[config.mk]
export PLATFORM = sky130hd
export DESIGN_NAME = seg7_scan_ctrl
export DESIGN_NICKNAME = d
export VERILOG_FILES = /design/src/rtl/seg7_pkg.sv /design/src/rtl/seg7_decode.sv /design/src/rtl/seg7_scan_ctrl.sv
export SDC_FILE = /design/constraint.sdc
export NUM_CORES = 1
export LEC_CHECK = 0
export CORE_ASPECT_RATIO = 1.25
export CORE_UTILIZATION = 30
export DETAILED_ROUTE_END_ITERATION = 8
export PLACE_DENSITY = 0.54
export SYNTH_ARGS = -nofsm -noshare
export SYNTH_HDL_FRONTEND = slang
export SYNTH_SLANG_ARGS = --single-unit
[constraint.sdc]
create_clock -name clk -period 2.2 [get_ports clk]
set_input_delay 0.33 -clock clk [delete_from_list [all_inputs] [get_ports clk]]
set_output_delay 0.33 -clock clk [all_outputs]
set_load 0.01 [all_outputs]
[src/rtl/seg7_pkg.sv]
// Shared constants and types for the 4-digit common-anode 7-segment scan controller.
// Segment patterns are active low, ordered {g,f,e,d,c,b,a}.
package seg7_pkg;

   localparam logic [6:0] SEG_OFF = 7'h7F;
   localparam logic [3:0] AN_OFF  = 4'hF;

   typedef logic [1:0] digit_idx_t;

   localparam logic [6:0] HEX_SEG [16] = '{
      7'b1000000, 7'b1111001, 7'b0100100, 7'b0110000,
      7'b0011001, 7'b0010010, 7'b0000010, 7'b1111000,
      7'b0000000, 7'b0010000, 7'b0001000, 7'b0000011,
      7'b1000110, 7'b0100001, 7'b0000110, 7'b0001110
   };

endpackage

[src/rtl/seg7_decode.sv]
// Combinational hex nibble to active-low 7-segment pattern.
module seg7_decode
   import seg7_pkg::*;
(
   input  logic [3:0] nibble,
   output logic [6:0] seg
);

   assign seg = HEX_SEG[nibble];

endmodule

[src/rtl/seg7_scan_ctrl.sv]
// Time-multiplexed scan controller for a 4-digit common-anode 7-segment display.
// Optional anti-ghost anode blanking at the start of each slot: define SEG7_BLANK_EN.
//
// digit_idx | meaning
// ----------+------------------------------------------
//   0       | rightmost digit (data nibble [3:0]) driven
//   1       | digit 1 (nibble [7:4]) driven
//   2       | digit 2 (nibble [11:8]) driven
//   3       | leftmost digit (nibble [15:12]); slot end is the frame boundary
module seg7_scan_ctrl
   import seg7_pkg::*;
#(
   parameter int TICK_DIV  = 100000,
   parameter int BLANK_CYC = 1000
) (
   input  logic        clk,
   input  logic        rst_n,
   input  logic [15:0] data_in,
   input  logic        data_valid,
   output logic        data_ready,
   input  logic [3:0]  digit_en,
   output logic [6:0]  SEG,
   output logic [3:0]  AN,
   output logic        frame_tick
);

   localparam int PW = $clog2(TICK_DIV);

`ifdef SEG7_BLANK_EN
   localparam bit BLANK_EN = 1'b1;
`else
   localparam bit BLANK_EN = 1'b0;
`endif

   logic [PW-1:0] presc;
   digit_idx_t    digit_idx;
   logic [15:0]   active;
   logic [15:0]   pending;
   logic          pending_full;
   logic          slot_tick;
   logic          frame_end;
   logic [3:0]    nibble;
   logic [6:0]    seg_dec;
   logic          digit_on;
   logic          blank;
   logic [6:0]    seg_d;
   logic [3:0]    an_d;

   assign slot_tick  = (presc == PW'(TICK_DIV - 1));
   assign frame_end  = slot_tick && (digit_idx == 2'd3);
   assign data_ready = ~pending_full;

   always_ff @(posedge clk or negedge rst_n) begin
      if (!rst_n) begin
         presc      <= '0;
         digit_idx  <= '0;
         frame_tick <= 1'b0;
      end else begin
         presc      <= slot_tick ? '0 : presc + 1'b1;
         frame_tick <= frame_end;
         if (slot_tick) begin
            digit_idx <= digit_idx + 2'd1;
         end
      end
   end

   // New data only reaches the display at a frame boundary so a frame never mixes two values.
   always_ff @(posedge clk or negedge rst_n) begin
      if (!rst_n) begin
         active       <= '0;
         pending      <= '0;
         pending_full <= 1'b0;
      end else begin
         if (frame_end && pending_full) begin
            active       <= pending;
            pending_full <= 1'b0;
         end
         if (data_valid && data_ready) begin
            pending      <= data_in;
            pending_full <= 1'b1;
         end
      end
   end

   assign nibble = active[{digit_idx, 2'b00} +: 4];

   seg7_decode u_decode (
      .nibble (nibble),
      .seg    (seg_dec)
   );

   assign digit_on = digit_en[digit_idx];
   assign blank    = BLANK_EN && (presc < PW'(BLANK_CYC));
   assign seg_d    = digit_on ? seg_dec : SEG_OFF;
   assign an_d     = (digit_on && !blank) ? ~(4'b0001 << digit_idx) : AN_OFF;

   always_ff @(posedge clk or negedge rst_n) begin
      if (!rst_n) begin
         SEG <= SEG_OFF;
         AN  <= AN_OFF;
      end else begin
         SEG <= seg_d;
         AN  <= an_d;
      end
   end

endmodule

==> results.md <==
- Status: finished, final reports clean
- # clock sinks: 64
- Final hold slack: approximately 0.40 ns
- FMAX: between 0.5 and 0.6 GHz
- Yosys cell types: 42
- Largest net degree at the start of global routing: 35
- Final Cycle Share: 0.892
- DR vias: 1785
- First-pass GRT wire length: 9.05 mm
- Actual slew at the worst max-slew pin: approximately 0.43 ns
- Total Power: between 3 and 4 mW
- All-Layer GR Usage: 0.115
- Final setup viols: 0
- Full die area: between 0.01 and 0.015 mm²
- YS warnings: 0
- Skew final: ~0.0064 ns
- Sw Pwr: around 570 µW
- Die Wd: 90.9 µm
- Area growth syn-to-layout: 28.0%
- Arrival time worst endpoint: 2.21 ns
- # diodes: 0
- Setup CP Type: reg -> reg
- Syn Nets: between 200 and 300
- Routed WL: between 5 and 6 mm
- CP Max Fanout: 5
- Critical path's largest stage delay: between 0.6 and 0.7 ns
- Clock root buffer: clkbuf_16
- Static leakage: approximately 1.6 nW
- Register area share after synthesis: 0.546
- Met2 Use GR: 0.176
- RSZ-0062 raised after global routing: no
- R2r startpoint: digit_idx[0]
- WL per Instance: 13.0 µm
- Clock network fraction of total power: 0.545
- Final worst slack: roughly 0.24 ns
- Rows: 40
- Reg-to-reg setup timing slack: between 0.2 and 0.25 ns
- Fillers: between 900 and 1000
- DP Area: 0.00343 mm²
- Setup TNS: 0 ns
- Worst path required time: 2.45 ns
- CORE AREA: slightly below 0.01 mm²
- Synthesized instance count: roughly 220
- Layout Nets: about 300
- R2r endpoint: SEG[3]
- Combinational power share: 0.040
- Max Cap Viol: 0
- Layout Cells excl Fill: 395
- Grt met3 use: 0.0349
- Placed insts: roughly 380
- Remaining Overflow, GRT: 0
- Layout Utilization: 0.394
- Worst path cell trace: mux4_2 -> inv_1 -> ha_1 -> mux2i_1 -> nor3b_1 -> a31oi_1
- P_int: roughly 2.4 mW
- Initial antenna violation count: 0
- Die H: about 110 µm
- # DRC: 0
- I/O Pins: 36
- CTS tree: done
- Inserted Clock Buffers: 9
- H-Tree Depth: 3
- Clock tree buffer depth: 2
- DR pass1 iterations: 4
- Hold crit path type: in -> async
- CP max-delay cell: mux4_2
- Grt peak-use layer: met2
- Starting Density: 0.308
- Synthesized area: slightly below 0.003 mm²
- Net Sw Frac: 0.188
- Gpl congestion: around 0.76
- Area occupied by registers: approximately 0.0016 mm²
- Area of the multi-input gates: roughly 0.0012 mm²
- Final Hold Vio Count: 0
- Layout cells sized above 1: 0.283
- Cell Pwr Density: ~790 mW/mm²
- Vias/cell: about 4.5
- Setup crit end kind: flip-flop
- Tmin final: approximately 2.0 ns
- Met1 global-route usage: 0.148
- Placed wire-length estimate: between 3 and 4 mm
- Register bit total from synthesis: 64
- Startpoint Class: flip-flop
- Vias in the first global route: between 1500 and 2000
- Clock transition at path regs: approximately 0.050 ns
- Initial drt markers: 77
- Final slew viol count: 0
- Post-place setup slack: ~0.25 ns
- Final instance area: around 0.0038 mm²
- Reg2Reg Depth: 6
- Port-buffer cells: 35
- Final ANT Viol Nets: 0
- Max transition margin: 0.715
- Reg power frac: 0.415
- Maximum VDD drop: 0.360 mV
- Clk Latency, worst-skew pair: between 0.3 and 0.4 ns
- Setup Fix Bufs, Post-CTS: 0
- Syn_area_per_cell: around 13 µm²
[final cells by class]
class | count | area share
multi-input cells | 137 | 0.324
inverters | 9 | 0.00892
clock inverters | 5 | 0.0274
repair buffers | 43 | 0.108
clock buffers | 11 | 0.0641
flip-flops and latches | 64 | 0.426
well taps | 126 | 0.0416
[critical path: cells and delay by family (launching register included)]
kind / cells / cell delay (ns)
AND/OR/NAND/NOR: 1 / 0.07
AO/OA/AOI/OAI: 1 / 0.14
buffers and inverters: 1 / 0.15
flip-flops: 1 / 0.48
multiplexers: 2 / 0.77
adder cells (fa/ha/maj): 1 / 0.27
[state kept, by name, summed over array words and instances, names as in the netlist]
register,flops
AN,4
SEG,7
active,16
digit_idx,2
frame_tick,1
pending,16
pending_full,1
presc,17
[worst max path at each step]
stage,startpoint,slack (ns),cells after the start,endpoint
detailed placement,digit_idx[0],0.25,6,SEG[3]
finish,digit_idx[0],0.24,6,SEG[3]
global placement,presc[0],0.28,5,active[2]
CTS,digit_idx[0],0.23,6,SEG[3]
floorplan,presc[0],0.27,8,active[10]
global route,digit_idx[0],0.09,7,SEG[3]
[layout by cell type, fill, tap and decap left out, types with 2 or more instances in the layout]
master / n
mux2i_1: 3
clkbuf_16: 9
mux2_4: 9
nand2_1: 12
dfrtp_1: 53
o31ai_1: 2
mux4_2: 5
xor2_1: 8
inv_1: 9
a21oi_1: 3
nand3_1: 7
nor2b_1: 2
bufinv_16: 3
o211ai_1: 2
mux2_2: 24
xnor2_1: 6
nor2_1: 14
ha_1: 11
buf_4: 7
and3_1: 3
and4_1: 2
or4_1: 2
clkdlybuf4s50_1: 34
nand2b_1: 2
dfstp_2: 11
nand4_1: 7
[logic make-up after synthesis]
family | Yosys count | synth area share
xor+xnor | 14 | 0.0414
fa+ha+maj | 11 | 0.0465
buf+inv | 20 | 0.0397
simple gates | 57 | 0.109
flops | 64 | 0.546
compound gates | 13 | 0.0287
mux | 42 | 0.189
[repair_timing]
item                                   CTS  global route
resized for setup                        0             0
hold buffers                             1             0
endpoints found under the hold margin    8             0
[synthesized netlist by cell type (all sizes together)]
master	instances	area [µm²]
dfrtp	53	1330
mux2	34	417
nor2	14	52.6
nand2	12	45.0
dfstp	11	289
ha	11	138
inv	9	33.8
buf	8	72.6
xor2	8	70.1
nand3	7	35.0
nand4	7	43.8
xnor2	6	52.6
mux4	5	113
and3	4	30.0
a21oi	3	15.0
and4	3	28.8
clkbuf	3	11.3
mux2i	3	30.0
and4bb	2	25.0
nand2b	2	12.5
nor2b	2	12.5
o211ai	2	15.0
o21ai	2	10.0
o31ai	2	15.0
or4	2	15.0
a31oi	1	6.26
nor3b	1	7.51
nor4b	1	15.0
o221ai	1	8.76
o22ai	1	6.26
o311ai	1	8.76
[power groups by stage]
stage / sequential [mW] / clock (mW) / combinational, mW
2_1_floorplan: 1.26 / 0 / 0.0384
6_report: 1.25 / 1.64 / 0.121
3_5_place_dp: 1.27 / 0 / 0.124
5_1_grt: 1.25 / 1.74 / 0.135
4_1_cts: 1.25 / 1.68 / 0.126
3_3_place_gp: 1.27 / 0 / 0.122
[metal layers]
metal	part of all wire	wire length, µm	vias up
li1	-	-	868
met1	0.48	2480	874
met2	0.47	2400	35
met3	0.029	147	8
met4	0.020	105	0
met5	0	0	-
(Power assumes the default switching activity.)
